## src/rtl/alu_result_stage.sv

```systemverilog
// alu_result_stage
// Execute-stage back end behind the 16-bit ALU. Each accepted entry captures
// the ALU result, the flags {zf,of,sf,cf} and writeback control. Set/branch
// conditions are resolved on entry. The entry then sits in a 2-deep skid
// FIFO that feeds the memory stage.
//
// Ports:
//   clk, rst            clock, synchronous active-high reset
//   in_valid/in_ready   upstream handshake (in_ready ignores out_ready)
//   alu_out, zf/of/sf/cf ALU result and flags
//   cond_sel            result/condition select
//   wr_en_in, wr_reg_in writeback control
//   flush               drop everything buffered and incoming
//   out_valid/out_ready downstream handshake
//   out_result, out_wr_en, out_wr_reg, out_taken, out_flags
//                       head entry fields, all zero while empty
module alu_result_stage #(
  parameter int WIDTH    = 16,
  parameter int REG_BITS = 3
) (
  input  logic                clk,
  input  logic                rst,
  input  logic                in_valid,
  output logic                in_ready,
  input  logic [WIDTH-1:0]    alu_out,
  input  logic                zf,
  input  logic                of,
  input  logic                sf,
  input  logic                cf,
  input  logic [3:0]          cond_sel,
  input  logic                wr_en_in,
  input  logic [REG_BITS-1:0] wr_reg_in,
  input  logic                flush,
  output logic                out_valid,
  input  logic                out_ready,
  output logic [WIDTH-1:0]    out_result,
  output logic                out_wr_en,
  output logic [REG_BITS-1:0] out_wr_reg,
  output logic                out_taken,
  output logic [3:0]          out_flags
);

  typedef struct packed {
    logic [WIDTH-1:0]    result;
    logic                wr_en;
    logic [REG_BITS-1:0] wr_reg;
    logic                taken;
    logic [3:0]          flags;
  } entry_t;

  // f is {zf,of,sf,cf}; branches never write back.
  function automatic entry_t resolve(
    input logic [WIDTH-1:0]    a,
    input logic [3:0]          f,
    input logic [3:0]          sel,
    input logic                we,
    input logic [REG_BITS-1:0] r
  );
    entry_t e;
    logic   lt;
    lt       = f[1] ^ f[2];
    e.result = a;
    e.wr_en  = we;
    e.wr_reg = r;
    e.taken  = 1'b0;
    e.flags  = f;
    case (sel)
      4'b0001: e.result = {{(WIDTH-1){1'b0}}, f[3]};
      4'b0010: e.result = {{(WIDTH-1){1'b0}}, lt};
      4'b0011: e.result = {{(WIDTH-1){1'b0}}, lt | f[3]};
      4'b0100: e.result = {{(WIDTH-1){1'b0}}, f[0]};
      4'b0101: begin e.taken = f[3];  e.wr_en = 1'b0; end
      4'b0110: begin e.taken = ~f[3]; e.wr_en = 1'b0; end
      4'b0111: begin e.taken = f[1];  e.wr_en = 1'b0; end
      4'b1000: begin e.taken = ~f[1]; e.wr_en = 1'b0; end
      default: ;
    endcase
    return e;
  endfunction

  entry_t     entry_p1 [2];
  logic       head_p1;
  logic [1:0] count_p1;
  logic       push;
  logic       pop;
  logic       tail;
  entry_t     head_e;

  assign in_ready  = !rst && (count_p1 != 2'd2);
  assign out_valid = (count_p1 != 2'd0);
  assign push      = in_valid && in_ready;
  assign pop       = out_valid && out_ready;
  // Pushes only occur at count 0 or 1, so the free slot is head or head^1.
  assign tail      = head_p1 ^ count_p1[0];

  // Stage p1: resolve on push, store into the skid FIFO
  always_ff @(posedge clk) begin
    if (rst) begin
      count_p1    <= 2'd0;
      head_p1     <= 1'b0;
      entry_p1[0] <= '0;
      entry_p1[1] <= '0;
    end else if (flush) begin
      count_p1 <= 2'd0;
      head_p1  <= 1'b0;
    end else begin
      if (push)
        entry_p1[tail] <= resolve(alu_out, {zf, of, sf, cf}, cond_sel,
                                  wr_en_in, wr_reg_in);
      if (pop)
        head_p1 <= ~head_p1;
      case ({push, pop})
        2'b10:   count_p1 <= count_p1 + 2'd1;
        2'b01:   count_p1 <= count_p1 - 2'd1;
        default: count_p1 <= count_p1;
      endcase
    end
  end

  // Stage out: head entry, masked to zero while empty
  assign head_e     = out_valid ? entry_p1[head_p1] : '0;
  assign out_result = head_e.result;
  assign out_wr_en  = head_e.wr_en;
  assign out_wr_reg = head_e.wr_reg;
  assign out_taken  = head_e.taken;
  assign out_flags  = head_e.flags;

endmodule

```

## config.mk

```make
export PLATFORM = sky130hd
export DESIGN_NAME = alu_result_stage
export DESIGN_NICKNAME = d
export VERILOG_FILES = /design/src/rtl/alu_result_stage.sv
export SDC_FILE = /design/constraint.sdc
export NUM_CORES = 1
export LEC_CHECK = 0
export CORE_MARGIN = 5
export CORE_UTILIZATION = 34
export DETAILED_ROUTE_END_ITERATION = 8
export GPL_TIMING_DRIVEN = 0
export PLACE_DENSITY = 0.65
export SLEW_MARGIN = 5
export SYNTH_ARGS = -nofsm -noshare
export SYNTH_HDL_FRONTEND = slang
export SYNTH_SLANG_ARGS = --single-unit
```

## constraint.sdc

```tcl
create_clock -name clk -period 2.6 [get_ports clk]
set_input_delay 0.39 -clock clk [delete_from_list [all_inputs] [get_ports clk]]
set_output_delay 0.39 -clock clk [all_outputs]
set_load 0.005 [all_outputs]
```

* Word level (Yosys, flattened, before mapping)
Memories as Yosys holds them, arrays and structs flattened. A register that Yosys moved wholly into a read port is not among the register bits.
Index checks and enable logic that the tools add are counted.
** Word-level totals
- Memories kept :: 1
- Memory bits (writable) :: 50
- Register bits after elaboration :: 3
- Bits of input ports :: 33
- Output and inout bits :: 27
- Word-level logic and storage cells :: 56
** Memory list
- entry_p1 :: words 2, bits a word 25, rd ports 1, clocked after Yosys merged registers in 1, write ports 2, line 81 : entry_t entry_p1 [2];
** Cells by class
- Mux-type cells :: 25
- Add/subtract/negate cells :: 2
- Bitwise logic cells :: 6
- Reductions and logical operators :: 9
- Equality and inequality tests :: 11
** Operator list (number)
- case mux 16 bit (4 select lines) :: 1
- two-way mux 25 bit :: 2
- two-way mux 16 bit :: 3
- OR reduction 25 bit :: 1
- two-way mux 1 bit :: 17
- == test 4 x 3 -> 1 bit, second input constant :: 4
- == test 4 x 2 -> 1 bit, second input constant :: 2
- == test 4 x 1 -> 1 bit, second input constant :: 1
- == test 4 bit, second input constant :: 1
- case mux 1 bit (4 select lines) :: 1
- case mux 2 bit (2 select lines) :: 1
- nonzero test 2 bit :: 2
- OR reduction 4 bit :: 1
- logical AND 1 bit :: 3
- NOT 1 bit :: 3
- adder 2 x 1 -> 2 bit, second input constant :: 1
- == test 2 x 1 -> 1 bit, second input constant :: 1
- == test 2 bit, second input constant :: 1
- != test 2 bit, second input constant :: 1
- OR reduction 2 bit :: 1
- subtractor 2 x 1 -> 2 bit, second input constant :: 1
- bitwise XOR 1 bit :: 2
- zero test 1 bit :: 1
- bitwise OR 1 bit :: 1

* Logic depth before layout (Yosys ltp)
Gate-level depths: netlist of run 1.
- Depth after elaboration :: 9
- Depth in mapped cells :: 9
- Gate-level depth less buffers :: 8

* Worst setup path before layout of run 1
OpenSTA, ideal clock, no wires.
- Kind :: input-to-reg
- Start point :: input rst
- End point :: memory entry_p1[0][0] in the netlist's numbering, enable pin
- Path buffers :: 1
- Path slack :: 0.702 ns
- Arrival :: 1.516 ns
- Library setup time :: 0.382 ns
- Stages :: 4
- Data required time :: 2.218 ns
- Path through :: clkbuf_2 -> nor2_1 -> o211ai_2 -> or2b_1
** RTL lines
- from (decl) :: line 22 : input logic rst,
- to (decl) :: line 81

==> impl_metrics.csv, run 1 <==
group,metric,value,unit
status,status,"finished clean",
clock_network,cts_tree,"done",
global_routing,gr-total-overflow,0,
yosys,synth_cell_types,36,
min_path,hold_depth,2,
place,placed_cells,369,
power,leakagePower,1.21,nW
global_routing,grt_usage,11.7,%
yosys,synth-edff-count,50,
setup_path,arrival,1990,ps
place,place_area,0.00332,sq mm
clock_network,numCtsBuffers,5,
place,dp_slack,-111,ps
job,max_cap_viol_count,0,
yosys,synth.top_cell.area_share,57.4,%
timing,rsz0062_at_grt,"no",
place,port_buffers,58,
clock_network,clkTransAtPathRegs,90,ps
clock_network,cts_setup_buffers,0,
yosys,netlist_area,0.00262,sq mm
setup_path,slowest_stage,"clkdlybuf4s50_1",
timing,finalHoldViolations,0,
power,power.density,511,mW/mm^2
global_routing,antenna_found_initial,0,
routing,vias_per_cell,4.59,
place,routabilityCongestion,0.767,
yosys,async_flop_share,0,%
yosys,syn_nets,243,
yosys,synth.most_common_cell,"edfxtp_1",
routing,drtIter0Drc,34,
setup_path,crit_path_cell_trace,"buf_2 -> buf_2 -> mux2i_1 -> nor2_1 -> clkdlybuf4s50_1",
yosys,synth_commonest_cells,"edfxtp_1, and2_1, nor2_1, mux2i_1, nor3_1",
floorplan,fp.dieArea,0.00955,sq mm
yosys,synth_ff_type,"edfxtp_1",
routing,wl,5.42,mm
setup_path,end_kind,"output pin",
floorplan,core_area,0.00761,sq mm
setup_path,r2r-end,"entry_p1[0][14]$_SDFFCE_PN0P_",
setup_path,critical-path-top-delay-family,"buffers and inverters",
routing,firstDrtPassIters,4,
timing,final.setup_skew,6.51,ps
floorplan,dieHeight,97.7,um
setup_path,crit_required,2210,ps
floorplan,die_x,97.7,um
floorplan,start_util,34.4,%
timing,fin_setup_tns,0,ps
timing,fin_ws,217,ps
yosys,synth.area.top_cells,"edfxtp_1, and2_1, mux2i_1",
clock_network,clock_sinks,54,
floorplan,rows,32,
global_routing,grt_max_degree,26,
setup_path,critical-path-max-stage-delay,530,ps
routing,vias,1729,
global_routing,grt_pass1_wl,8.81,mm
timing,setup_viol,0,
yosys,ys_seq_area_share,60.4,%
finish,layout.nets,308,
clock_network,cts_hold_buf,0,
clock_network,clockBufferDepth,2,
finish,layout.cells.non_filler,377,
timing,slew_violations,0,
finish,fin_area,0.00344,sq mm
clock_network,clock_latency,300,ps
routing,post_drt_wl_per_cell,14.4,um
routing,ant_nets,0,
clock_network,clock-root-buffer,"clkbuf_8",
setup_path,rr_worst_depth,4,
floorplan,ios,60,
setup_path,cpMostUsedCell,"buf_2",
yosys,synth_seq_cells,54,
setup_path,cp_num_buf_inv,3,
place,hpwlAfterDp,3.81,mm
timing,period_minus_slack,2380,ps
timing,period_share,91.7,%
finish,areaGrowthSynthToFinish,31.4,%
power,ir_drop,231,uV
global_routing,grt_pass1_vias,1754,
min_path,hold_class,"input port to register",
timing,max_slew_margin,21.4,%
min_path,hold_start,"rst",
min_path,whs_endpoint,"count_p1[1]$_SDFFE_PP0P_",
finish,layout-drive-gt1-share,8.36,%
setup_path,crit_path_max_fanout,10,
setup_path,r2r_start,"count_p1[0]$_SDFFE_PP0P_",
finish,n_antenna_cell,0,
yosys,synth_top_cell_by_area,"edfxtp_1",
setup_path,cp-start-kind,"register",
setup_path,path_class,"register to output pin",
yosys,avgSynthCellArea,12.5,sq um
timing,worstMarginPinSlew,1180,ps
routing,route.detailed.drc,0,
timing,fmax,420,MHz
setup_path,rrSetupSlack,360,ps
yosys,yosysWarningCount,0,
yosys,synthCells,209,
clock_network,h-tree-depth,2,
per-layer routing:
layer / up-vias / share of wire (%) / global-route usage [%]
met3: 6 / 5.9 / 3.52
li1: 862 / - / -
met4: 0 / 1.4 / 4.15
met5: - / 0 / 0
met1: 812 / 46 / 14.7
met2: 49 / 47 / 19.1
per-stage QoR:
stage	hold slack [ps]	utilization [%]	total power [W]
2_1_floorplan	467	-	0.00111
3_3_place_gp	603	43.7	0.00122
3_5_place_dp	616	43.7	0.00123
4_1_cts	349	45.2	0.00177
5_1_grt	367	45.2	0.00183
6_report	357	45.2	0.00176
layout make-up:
class | instances | area [sq um]
sequential | 54 | 1580
clock inverter | 2 | 37.5
buffer | 10 | 65.1
inverter | 2 | 7.51
fill | 717 | 4170
clock buffer | 6 | 72.6
multi-input combinational | 143 | 965
tap | 102 | 128
timing repair buffer | 58 | 581
kinds of logic (layout without fill, tap and decap cells):
group	Yosys count	after routing	synth area share, %
DFF	54	54	60.4
adders and majority gates	1	1	0.478
xor gates and xnor gates	5	5	1.67
and+or+nand+nor	99	99	20.9
buffers and inverters	12	78	2.68
AOI/OAI and AO/OA	13	13	4.30
muxes	25	25	9.56
layout by cell type (no fill, tap or decap), drive strengths merged, types with 2 or more instances in the layout:
| cell type | n |
|---|---|
| clkbuf | 9 |
| nor2 | 32 |
| nand2 | 2 |
| edfxtp | 50 |
| clkdlybuf4s50 | 58 |
| xnor2 | 3 |
| nor3 | 7 |
| buf | 7 |
| dfxtp | 4 |
| nor2b | 5 |
| xor2 | 2 |
| inv | 2 |
| o211a | 2 |
| mux2i | 25 |
| and2 | 45 |
| o2111a | 2 |
| o21ai | 2 |
| nand2b | 2 |
where the power goes:
part,internal (W),switching (W)
clock,0.000287,0.000265
sequential,0.000993,0.0000111
combinational,0.000105,0.0000937
sequential cells by signal, summed over array words and instances (netlist names), named ones only:
name      count
entry_p1     50
head_p1       1
count_p1      2
repair_timing:
item,in CTS,in global routing
gates resized for setup,1,2
cloned,0,0
setup endpoints to repair,4,10
how the worst max path moves through the flow:
| stage | endpoint | cells after the start |
|---|---|---|
| 5_1_grt | out_wr_en | 5 |
| 2_1_floorplan | entry_p1[0][0]$_SDFFCE_PN0P_ | 4 |
| 4_1_cts | out_result[14] | 5 |
| 6_report | out_taken | 5 |
| 3_5_place_dp | entry_p1[0][12]$_SDFFCE_PN0P_ | 4 |
| 3_3_place_gp | entry_p1[0][11]$_SDFFCE_PN0P_ | 4 |
(Power assumes the default switching activity.)
==> inputs of run 2 (changes only) <==
CORE_ASPECT_RATIO = 2   (was not set)
CTS_CLUSTER_DIAMETER = 40   (was not set)
==> run 2 against run 1 <==
Combinational power is essentially flat. Maximum frequency grew 2.5%. Sequential share of layout area shrank 0.41 points. Flip-flop and latch count is the same. Worst setup slack gained 58 ps. Clock power grew 20%. Via count shrank 1.4%. Die area grew 1.1%. Power grew 6.4%. Critical endpoint is now out_wr_reg[1]. Largest power group unchanged.
==> impl_metrics.csv, run 2 (same netlist as run 1, synthesis figures left out) <==
group,metric,value,unit
clock_network,clock_sinks,54,
finish,layout-drive-gt1-share,8.73,%
setup_path,r2r_start,"count_p1[1]$_SDFFE_PP0P_",
finish,regMostFlops,"entry_p1",
power,p_seq_share,53.8,%
clock_network,numCtsBuffers,5,
place,port_buffers,58,
power,leakagePower,1.23,nW
routing,vias_per_cell,4.62,
timing,slew_violations,0,
finish,reg_top3,"entry_p1 (50), count_p1 (2), head_p1 (1)",
finish,fin_util,46.0,%
timing,rsz0062_at_grt,"no",
setup_path,arrival,1940,ps
finish,final_common_cell,"clkdlybuf4s50_1",
floorplan,start_util,34.7,%
timing,fmax,430,MHz
setup_path,cpMostUsedCell,"buf_2",
setup_path,slowest_stage,"clkdlybuf4s50_1",
finish,largest_register_ffs,50,
timing,worstMarginPinSlew,1120,ps
global_routing,grt_usage,11.7,%
power,p_int,0.00148,W
finish,layout.nets,308,
floorplan,core_area,0.00754,sq mm
routing,firstDrtPassIters,4,
setup_path,critical-path-max-stage-delay,530,ps
floorplan,fp.dieArea,0.00966,sq mm
floorplan,die_x,72.0,um
power,p_sw_share,20.7,%
routing,route.detailed.drc,0,
setup_path,end_kind,"output pin",
timing,setup_viol,0,
setup_path,r2r-end,"entry_p1[0][21]$_SDFFCE_PN0P_",
finish,layout.cells.non_filler,369,
floorplan,dieHeight,134,um
clock_network,h-tree-depth,2,
power,comb_power_share,10.6,%
setup_path,cp_num_buf_inv,3,
global_routing,grt_max_degree,26,
power,pwr-share-clk,35.6,%
global_routing,grt_pass1_vias,1785,
setup_path,crit_required,2210,ps
finish,n_fill_cell,718,
power,power.switching,0.000387,W
finish,n_antenna_cell,0,
min_path,hold_depth,2,
global_routing,gr-total-overflow,0,
timing,fin_setup_tns,0,ps
global_routing,use_met2,23.2,%
setup_path,rr_worst_depth,3,
routing,drtIter0Drc,63,
setup_path,cp-start-kind,"register",
routing,ant_nets,0,
setup_path,rrSetupSlack,430,ps
setup_path,critical-path-top-delay-family,"buffers and inverters",
place,dp_slack,-69.8,ps
clock_network,clock_latency,290,ps
timing,finalHoldViolations,0,
global_routing,grt.busiest_layer,"met2",
routing,post_drt_wl_per_cell,14.4,um
timing,fin_ws,274,ps
place,placed_cells,361,
timing,final.setup_skew,5.65,ps
timing,period_share,89.5,%
routing,wl,5.33,mm
floorplan,rows,45,
power,power.density,538,mW/mm^2
routing,vias,1704,
finish,areaGrowthSynthToFinish,32.6,%
setup_path,path_class,"register to output pin",
place,place_area,0.00331,sq mm
global_routing,grtUsageMet1,10.8,%
clock_network,cts_tree,"done",
clock_network,cts_hold_buf,0,
min_path,hold_start,"rst",
global_routing,grt_util_met3,2.25,%
timing,period_minus_slack,2330,ps
power,ir_drop,331,uV
clock_network,clock-root-buffer,"clkbuf_16",
global_routing,antenna_found_initial,0,
min_path,hold_class,"input port to register",
floorplan,ios,60,
min_path,whs_endpoint,"count_p1[0]$_SDFFE_PP0P_",
status,status,"finished clean",
timing,max_slew_margin,25.4,%
global_routing,grt_pass1_wl,8.63,mm
place,hpwlAfterDp,4.04,mm
finish,layout_common_cells,"clkdlybuf4s50_1, edfxtp_1, and2_1",
job,max_cap_viol_count,0,
clock_network,clockBufferDepth,2,
clock_network,clkTransAtPathRegs,70,ps
setup_path,crit_path_max_fanout,10,
place,routabilityCongestion,0.740,
finish,fin_area,0.00347,sq mm
clock_network,cts_setup_buffers,0,
setup_path,crit_path_cell_trace,"buf_2 -> buf_2 -> mux2i_1 -> nor2_1 -> clkdlybuf4s50_1",
run 2: layer usage:
layer,share of wire (%),vias up
met4,2.2,0
met5,0,-
met2,59,35
met1,35,802
li1,-,860
met3,3.7,7
run 2: how the worst max path moves through the flow:
stage	startpoint	to	slack, ps	cells after the start
final	register	out_wr_reg[1]	270	5
after global routing	count_p1[0]$_SDFFE_PP0P_	out_wr_reg[1]	110	5
after CTS	count_p1[0]$_SDFFE_PP0P_	out_wr_reg[1]	20	5
after detailed placement	flush	entry_p1[0][17]$_SDFFCE_PN0P_	-70	4
after global placement	flush	entry_p1[0][24]$_SDFFCE_PN0P_	-40	4
after floorplan	rst	entry_p1[0][0]$_SDFFCE_PN0P_	700	4
run 2: repair_timing:
action,CTS,global route
setup endpoints to repair,0,19
endpoints found under the hold margin,0,0
gates resized for setup,0,4
run 2: area by class of cell:
cell class,instances,area [sq um],share of cell area [%]
sequential,54,1580,45.6
multi-input combinational,143,965,27.8
timing repair buffer,58,581,16.7
clock buffer,6,139,4.00
tap,94,118,3.39
buffer,10,65.1,1.88
clock inverter,2,12.5,0.361
inverter,2,7.51,0.216
run 2: through the flow:
step,power (W),hold slack [ps]
global route,0.00194,391
CTS,0.00189,384
finish,0.00187,384
detailed placement,0.00123,616
floorplan,0.00111,467
global placement,0.00122,598
run 2: power by group through the flow:
stage	Combinational [W]	Sequential (W)	Clock [W]
after CTS	0.000202	0.00101	0.000678
after global routing	0.000219	0.00101	0.000711
after global placement	0.000199	0.00102	0
final	0.000198	0.00100	0.000665
after detailed placement	0.000201	0.00102	0
after floorplan	0.0000920	0.00102	0
